## src/rtl/simon_key_sched_stream_if.sv

```systemverilog
// rtl/simon_key_sched_stream_if.sv - key-load, round-key stream and RAM read bundle for the SIMON key scheduler
// Purpose: groups the handshake and bus signals of simon_key_sched_stream.
// Signals:
//   key_in/key_valid/key_ready     master-key load handshake (word j = key_in[(j+1)*N-1 -: N])
//   rk_out/rk_idx/rk_valid/rk_ready/rk_last  round-key stream with backpressure
//   done                           sticky completion flag
//   rd_addr/rd_data                registered random-access read of stored round keys
// Modports: slave = key scheduler, master = key loader / round datapath.
interface simon_key_sched_stream_if #(
  parameter int N = 32,
  parameter int M = 4
);
  logic [N*M-1:0] key_in;
  logic           key_valid;
  logic           key_ready;
  logic [N-1:0]   rk_out;
  logic [7:0]     rk_idx;
  logic           rk_valid;
  logic           rk_ready;
  logic           rk_last;
  logic           done;
  logic [7:0]     rd_addr;
  logic [N-1:0]   rd_data;

  modport slave (
    input  key_in, key_valid, rk_ready, rd_addr,
    output key_ready, rk_out, rk_idx, rk_valid, rk_last, done, rd_data
  );

  modport master (
    output key_in, key_valid, rk_ready, rd_addr,
    input  key_ready, rk_out, rk_idx, rk_valid, rk_last, done, rd_data
  );
endinterface

```

## src/rtl/simon_key_sched_stream.sv

```systemverilog
// rtl/simon_key_sched_stream.sv - sequential SIMON key-schedule engine streaming all round keys
// Purpose: loads an N*M-bit master key, streams the T round keys one per cycle with
//   valid/ready backpressure and stores each accepted key in a RAM for reverse-order fetch.
// Ports:
//   clk  rising-edge clock
//   rst  asynchronous active-high reset
//   bus  simon_key_sched_stream_if slave modport (key load, round-key stream, RAM read)
module simon_key_sched_stream #(
  parameter int N = 32,
  parameter int M = 4
) (
  input  logic                   clk,
  input  logic                   rst,
  simon_key_sched_stream_if.slave bus
);

  function automatic int calc_t(input int n, input int m);
    if (n == 16 && m == 4) return 32;
    if (n == 24 && (m == 3 || m == 4)) return 36;
    if (n == 32 && m == 3) return 42;
    if (n == 32 && m == 4) return 44;
    if (n == 48 && m == 2) return 52;
    if (n == 48 && m == 3) return 54;
    if (n == 64 && m == 2) return 68;
    if (n == 64 && m == 3) return 69;
    if (n == 64 && m == 4) return 72;
    return 0;
  endfunction

  function automatic int calc_z(input int n, input int m);
    if (n == 16) return 0;
    if (n == 24) return (m == 4) ? 1 : 0;
    if (n == 32) return (m == 4) ? 3 : 2;
    if (n == 48) return (m == 3) ? 3 : 2;
    if (n == 64) return m;
    return 0;
  endfunction

  localparam int T    = calc_t(N, M);
  localparam int TS   = (T > 0) ? T : 1;
  localparam int AW   = (TS > 2) ? $clog2(TS) : 1;
  localparam int ZSEL = calc_z(N, M);
  localparam logic [7:0] T8     = 8'(T);
  localparam logic [7:0] LAST   = 8'(T - 1);
  localparam logic [7:0] PENULT = 8'(T - 2);

  if (T == 0) begin : g_illegal
    $error("simon_key_sched_stream: unsupported (N, M) pair");
  end

  // Constant sequences z0..z4; the leftmost character (bit 61) is z[0].
  localparam logic [61:0] Z_ROM [5] = '{
    62'b11111010001001010110000111001101111101000100101011000011100110,
    62'b10001110111110010011000010110101000111011111001001100001011010,
    62'b10101111011100000011010010011000101000010001111110010110110011,
    62'b11011011101011000110010111100000010010001010011100110100001111,
    62'b11010001111001101011011000100000010111000011001010010011101111
  };

  typedef enum logic [1:0] {S_IDLE, S_GEN, S_DONE} state_t;

  state_t       state;
  logic [N-1:0] win [M];      // sliding window k[i..i+M-1]; win[0] is the key being offered
  logic [7:0]   idx;
  logic         rk_valid_q;
  logic         rk_last_q;
  logic         done_q;
  logic [N-1:0] rd_data_q;
  logic [N-1:0] ram [TS];

  logic [N-1:0] t;
  logic [N-1:0] knew;
  logic [7:0]   zi;
  logic [5:0]   zpos;
  logic         zbit;
  logic         fire;

  // Next schedule word k[i+M] from the current window.
  always_comb begin
    zi   = (idx >= 8'd62) ? idx - 8'd62 : idx;
    zpos = 6'(8'd61 - zi);
    zbit = Z_ROM[ZSEL][zpos];
    t    = {win[M-1][2:0], win[M-1][N-1:3]} ^ ((M == 4) ? win[1] : '0);
    knew = ~win[0] ^ t ^ {t[0], t[N-1:1]} ^ {{(N-1){1'b0}}, zbit} ^ N'(3);
  end

  // In GEN rk_valid is always high, so rk_ready alone completes the handshake.
  assign fire = (state == S_GEN) && bus.rk_ready;

  always_ff @(posedge clk or posedge rst) begin
    if (rst) begin
      state      <= S_IDLE;
      idx        <= '0;
      rk_valid_q <= 1'b0;
      rk_last_q  <= 1'b0;
      done_q     <= 1'b0;
      for (int j = 0; j < M; j++) win[j] <= '0;
    end else begin
      case (state)
        S_IDLE, S_DONE: begin
          if (bus.key_valid) begin
            for (int j = 0; j < M; j++) win[j] <= bus.key_in[j*N +: N];
            idx        <= '0;
            rk_valid_q <= 1'b1;
            rk_last_q  <= 1'b0;
            done_q     <= 1'b0;
            state      <= S_GEN;
          end
        end
        S_GEN: begin
          if (bus.rk_ready) begin
            for (int j = 0; j < M - 1; j++) win[j] <= win[j+1];
            win[M-1] <= knew;
            idx      <= idx + 8'd1;
            if (idx == LAST) begin
              state      <= S_DONE;
              rk_valid_q <= 1'b0;
              rk_last_q  <= 1'b0;
              done_q     <= 1'b1;
            end else begin
              rk_last_q <= (idx == PENULT);
            end
          end
        end
        default: state <= S_IDLE;
      endcase
    end
  end

  // Round-key store; no reset so it maps onto plain RAM.
  always_ff @(posedge clk) begin
    if (fire) ram[idx[AW-1:0]] <= win[0];
  end

  // Registered read; a same-cycle write to the same address is not visible (read-first).
  always_ff @(posedge clk or posedge rst) begin
    if (rst) begin
      rd_data_q <= '0;
    end else if (bus.rd_addr < T8) begin
      rd_data_q <= ram[bus.rd_addr[AW-1:0]];
    end else begin
      rd_data_q <= '0;
    end
  end

  assign bus.key_ready = (state != S_GEN);
  assign bus.rk_out    = win[0];
  assign bus.rk_idx    = idx;
  assign bus.rk_valid  = rk_valid_q;
  assign bus.rk_last   = rk_last_q;
  assign bus.done      = done_q;
  assign bus.rd_data   = rd_data_q;

endmodule

```

## src/flat_wrapper.sv

```systemverilog
// flat-port wrapper written by rule: the top's interface ports become plain ports
module simon_key_sched_stream_flat 
#(
  parameter int N = 32,
  parameter int M = 4
)
  (clk, rst, bus_key_in, bus_key_valid, bus_rk_ready, bus_rd_addr, bus_key_ready, bus_rk_out, bus_rk_idx, bus_rk_valid, bus_rk_last, bus_done, bus_rd_data);
  simon_key_sched_stream_if #(.N(N), .M(M)) bus_i ();
  input  logic clk;
  input  logic rst;
  input wire logic [$bits(bus_i.key_in)-1:0] bus_key_in;
  input wire logic [$bits(bus_i.key_valid)-1:0] bus_key_valid;
  input wire logic [$bits(bus_i.rk_ready)-1:0] bus_rk_ready;
  input wire logic [$bits(bus_i.rd_addr)-1:0] bus_rd_addr;
  output wire logic [$bits(bus_i.key_ready)-1:0] bus_key_ready;
  output wire logic [$bits(bus_i.rk_out)-1:0] bus_rk_out;
  output wire logic [$bits(bus_i.rk_idx)-1:0] bus_rk_idx;
  output wire logic [$bits(bus_i.rk_valid)-1:0] bus_rk_valid;
  output wire logic [$bits(bus_i.rk_last)-1:0] bus_rk_last;
  output wire logic [$bits(bus_i.done)-1:0] bus_done;
  output wire logic [$bits(bus_i.rd_data)-1:0] bus_rd_data;
  assign bus_i.key_in = bus_key_in;
  assign bus_i.key_valid = bus_key_valid;
  assign bus_i.rk_ready = bus_rk_ready;
  assign bus_i.rd_addr = bus_rd_addr;
  assign bus_key_ready = bus_i.key_ready;
  assign bus_rk_out = bus_i.rk_out;
  assign bus_rk_idx = bus_i.rk_idx;
  assign bus_rk_valid = bus_i.rk_valid;
  assign bus_rk_last = bus_i.rk_last;
  assign bus_done = bus_i.done;
  assign bus_rd_data = bus_i.rd_data;
  simon_key_sched_stream #(.N(N), .M(M)) u_core (.clk(clk), .rst(rst), .bus(bus_i));
endmodule
```

## config.mk

```make
export PLATFORM = sky130hd
export DESIGN_NAME = simon_key_sched_stream_flat
export DESIGN_NICKNAME = d
export VERILOG_FILES = /design/src/rtl/simon_key_sched_stream_if.sv /design/src/rtl/simon_key_sched_stream.sv /design/src/flat_wrapper.sv
export SDC_FILE = /design/constraint.sdc
export NUM_CORES = 2
export LEC_CHECK = 0
export CAP_MARGIN = 25
export CELL_PAD_IN_SITES_DETAIL_PLACEMENT = 0
export CELL_PAD_IN_SITES_GLOBAL_PLACEMENT = 1
export CORE_ASPECT_RATIO = 0.6
export CORE_MARGIN = 10
export CORE_UTILIZATION = 25
export DETAILED_ROUTE_END_ITERATION = 8
export GPL_TIMING_DRIVEN = 0
export PLACE_DENSITY_LB_ADDON = 0.1
export SYNTH_ARGS = -nofsm -noshare
export SYNTH_HDL_FRONTEND = slang
export SYNTH_SLANG_ARGS = --single-unit
```

## constraint.sdc

```tcl
create_clock -name clk -period 13.4 [get_ports clk]
set_input_delay 2.68 -clock clk [delete_from_list [all_inputs] [get_ports clk]]
set_output_delay 2.68 -clock clk [all_outputs]
set_load 0.005 [all_outputs]
```

==> metrics.yaml <==
synth:
  yosysSeqAreaShare_pct: 74.5
  netlist_area_um2: 62600
  synth.yosys.warnings: 0
  number_of_flops_mapped_to_enable_cells_by_yosys: 1408
  synth_seq_cells: 1581
  yosys-top-cells-area: "sky130_fd_sc_hd__edfxtp_1 68%, sky130_fd_sc_hd__mux4_2 15%, sky130_fd_sc_hd__dfrtp_1 6.9%"
  synth_top_area_cell: "sky130_fd_sc_hd__edfxtp_1"
  post_synth_most_frequent_cells: "1408 x sky130_fd_sc_hd__edfxtp_1, 416 x sky130_fd_sc_hd__mux4_2, 178 x sky130_fd_sc_hd__nand2_1, 173 x sky130_fd_sc_hd__dfrtp_1, 169 x sky130_fd_sc_hd__o21ai_0"
  synthMostInstantiatedCell: "sky130_fd_sc_hd__edfxtp_1"
  synth_top_area_share_pct: 67.6
  net_count_after_synthesis: 3267
  ys_async_sr_fraction_pct: 10.9
  synth_cells: 3118
  synth_top_flop_cell: "sky130_fd_sc_hd__edfxtp_1"
  netlist-cell-type-count: 51
  syn-mean-instance-area_um2: 20.1
routing:
  vias: 31900
  met3_length_mm: 10.0
  finalWirelength_mm: 204
  avgViaCountPerCell: 4.55
  drt_iter0_drc: 3369
  ant_nets: 0
  wl_met2_mm: 79.7
  detail_route.wirelength.met1_mm: 111
  drt_drc_violations_left: 0
  uppermost_signal_routing_layer_after_detailed_routing: "met4"
  route.detailed.wl_per_inst_um: 29.1
  drt-pass1-iter-count: 5
status:
  run_status: "complete, no violations"
power:
  powerDensity_nw_per_um2: 187
  total_power_mw: 14.2
  p_leak_nw: 24.3
  worst_voltage_drop_across_the_vdd_grid_uv: 112
clock_network:
  cts_post_setup_buffers_inserted: 0
  source_to_sink_clock_delay_at_the_later_pin_of_the_worst_skew_pair_ps: 820
  postCtsResizedCells: 0
  cts-hold-fix-buffers: 0
  cts.path.max_buffers: 4
  ctsRootBufferMaster: "sky130_fd_sc_hd__clkbuf_16"
  numClockSinks: 1581
  cts_buffers: 164
  cts_tree: "built"
  htree_num_levels: 4
  cts.clk_slew.worst_paths_ps: 60
timing:
  timing.slew.headroom_pct: 21.8
  setup_viol: 0
  rsz0062_at_grt: "false"
  final_slew_viol_count: 0
  worst_clock_skew_ps: 42.4
  timing.setup.tns_ps: 0
  period_minus_slack_ps: 6420
  setup_slack_ps: 6980
  hold_slack_ps: 482
  final.period_utilization_pct: 47.9
  timing_hold_violations_final: 0
  clock.fmax_mhz: 156
  tightest_slew_ps: 1170
worst_setup_path:
  crit_path_start_kind: "flip-flop"
  ws_path_type: "reg -> out"
  worst-endpoint-arrival_ps: 3740
  critical_path_required_ps: 10720
  critical_path.endpoint_type: "output pin"
  path_max_fanout: 10
global_routing:
  grt_start_max_net_pins: 91
  number_of_antenna_violations_at_the_first_check_in_global_routing: 11
  number_of_global_route_vias_before_repair: 33000
  grt_first_pass_wirelength_mm: 282
  overall_global_routing_resource_usage_pct: 14.7
  grt_overflow: 0
floorplanning:
  placement_rows: 142
  fp.dieW_um: 666
  floorplan.initialDensity_pct: 25.1
  die_h_um: 407
  dieArea_um2: 271000
  top_level_ports: 216
  core_area_um2: 249000
run:
  cap_violations: 0
placement:
  placement.io_buffers: 210
  dpl_cell_area_um2: 71000
  hpwl_mm: 143
  pre_cts_ws_ps: 6720
  gp_congestion: 0.735
  placed_cells_incl_taps: 6730
finish:
  final_cell_area_um2: 76000
  final_nets: 3739
  post_layout_nonfiller_instances: 7022
  finish.utilization_pct: 30.5
  final.fill_count: 24200
  flow.area_growth_from_synthesis_pct: 21.4
  fraction_of_layout_cells_with_a_size_suffix_above_1_pct: 24.0
hold_path:
  worstHoldPathType: "reg -> reg"
[power by group]
part	total [mW]	switching [mW]	internal, mW
Combinational	2.80	1.66	1.14
Sequential	6.98	0.583	6.40
Clock	4.40	1.95	2.45
[state kept, by name, indices dropped and copies added, names as in the netlist]
signal / count
u_core.ram: 1408
u_core.win: 96
u_core.bus.rd_data: 32
u_core.bus.rk_out: 32
u_core.bus.rk_idx: 8
u_core.state: 2
u_core.bus.done: 1
u_core.bus.rk_last: 1
u_core.bus.rk_valid: 1
[per-layer routing]
layer  up-vias  global-route usage, %
met4         0                   2.33
met5         -                      0
met1     17500                   24.6
met3       199                   2.96
met2       736                   19.2
li1      13500                      -
[final cells by class]
cell class	count	area [µm²]	share of cell area [%]
antenna	3	7.51	0.00988
buffer	202	950	1.25
clock buffer	222	4450	5.85
clock inverter	61	464	0.611
inverter	10	45.0	0.0593
multi-input combinational	1325	15300	20.1
sequential	1581	46600	61.4
tap	3312	4140	5.46
timing repair buffer	306	3950	5.20
[placed cells by master, fill, tap and decap left out, drive strengths merged, types with 2 or more instances in the layout]
cell | netlist | final
nand2b | 2 | 2
o211ai | 4 | 4
mux2 | 3 | 3
a21oi | 69 | 69
bufinv | 0 | 7
clkdlybuf4s50 | 0 | 210
dfrtp | 173 | 173
nand4 | 2 | 2
nand3 | 10 | 10
clkinv | 0 | 48
diode | 0 | 3
nor3 | 8 | 8
o221ai | 2 | 2
ha | 9 | 9
nor2 | 152 | 152
edfxtp | 1408 | 1408
o21a | 2 | 2
clkbuf | 105 | 327
or3 | 5 | 5
clkinvlp | 0 | 4
a221oi | 3 | 3
inv | 10 | 12
buf | 97 | 193
nor2b | 2 | 2
mux2i | 161 | 161
a22oi | 2 | 2
xor2 | 7 | 7
mux4 | 416 | 416
a21o | 5 | 5
nand2 | 178 | 178
o21ai | 172 | 172
xnor2 | 99 | 99
nor4 | 2 | 2
[final timing paths]
path                            cells past startpoint                     end  slack (ps)            startpoint
max in group asynchronous                           3    u_core.bus.rk_out[8]        9870                   rst
worst max-delay path                                6           bus_key_ready        6980       u_core.state[0]
worst min-delay path                                2          u_core.win[47]         480        u_core.win[47]
min in group asynchronous                           2  u_core.bus.rd_data[28]        2390                   rst
worst min register to register                      2          u_core.win[47]         480        u_core.win[47]
worst max register to register                     13           u_core.win[0]        9370  u_core.bus.rk_idx[1]
[critical path, stage by stage, from the launching register on]
cell                              delay [ps]
sky130_fd_sc_hd__dfrtp_1                 420
sky130_fd_sc_hd__nor2b_1                 150
sky130_fd_sc_hd__clkbuf_1                150
sky130_fd_sc_hd__inv_2                   310
sky130_fd_sc_hd__clkbuf_1                640
sky130_fd_sc_hd__clkbuf_1                630
sky130_fd_sc_hd__clkdlybuf4s50_1         640
[cell families (layout without fill, tap and decap cells)]
family | after synthesis | after routing | share of synthesized area (%)
other | 0 | 3 | 0
muxes | 580 | 580 | 17.6
DFF | 1581 | 1581 | 74.5
AOI/OAI and AO/OA | 266 | 266 | 2.30
buffers and inverters | 212 | 801 | 1.57
xor gates and xnor gates | 106 | 106 | 1.48
adders and majority gates | 9 | 9 | 0.180
and+or+nand+nor | 364 | 364 | 2.34
(Power assumes the default switching activity.)
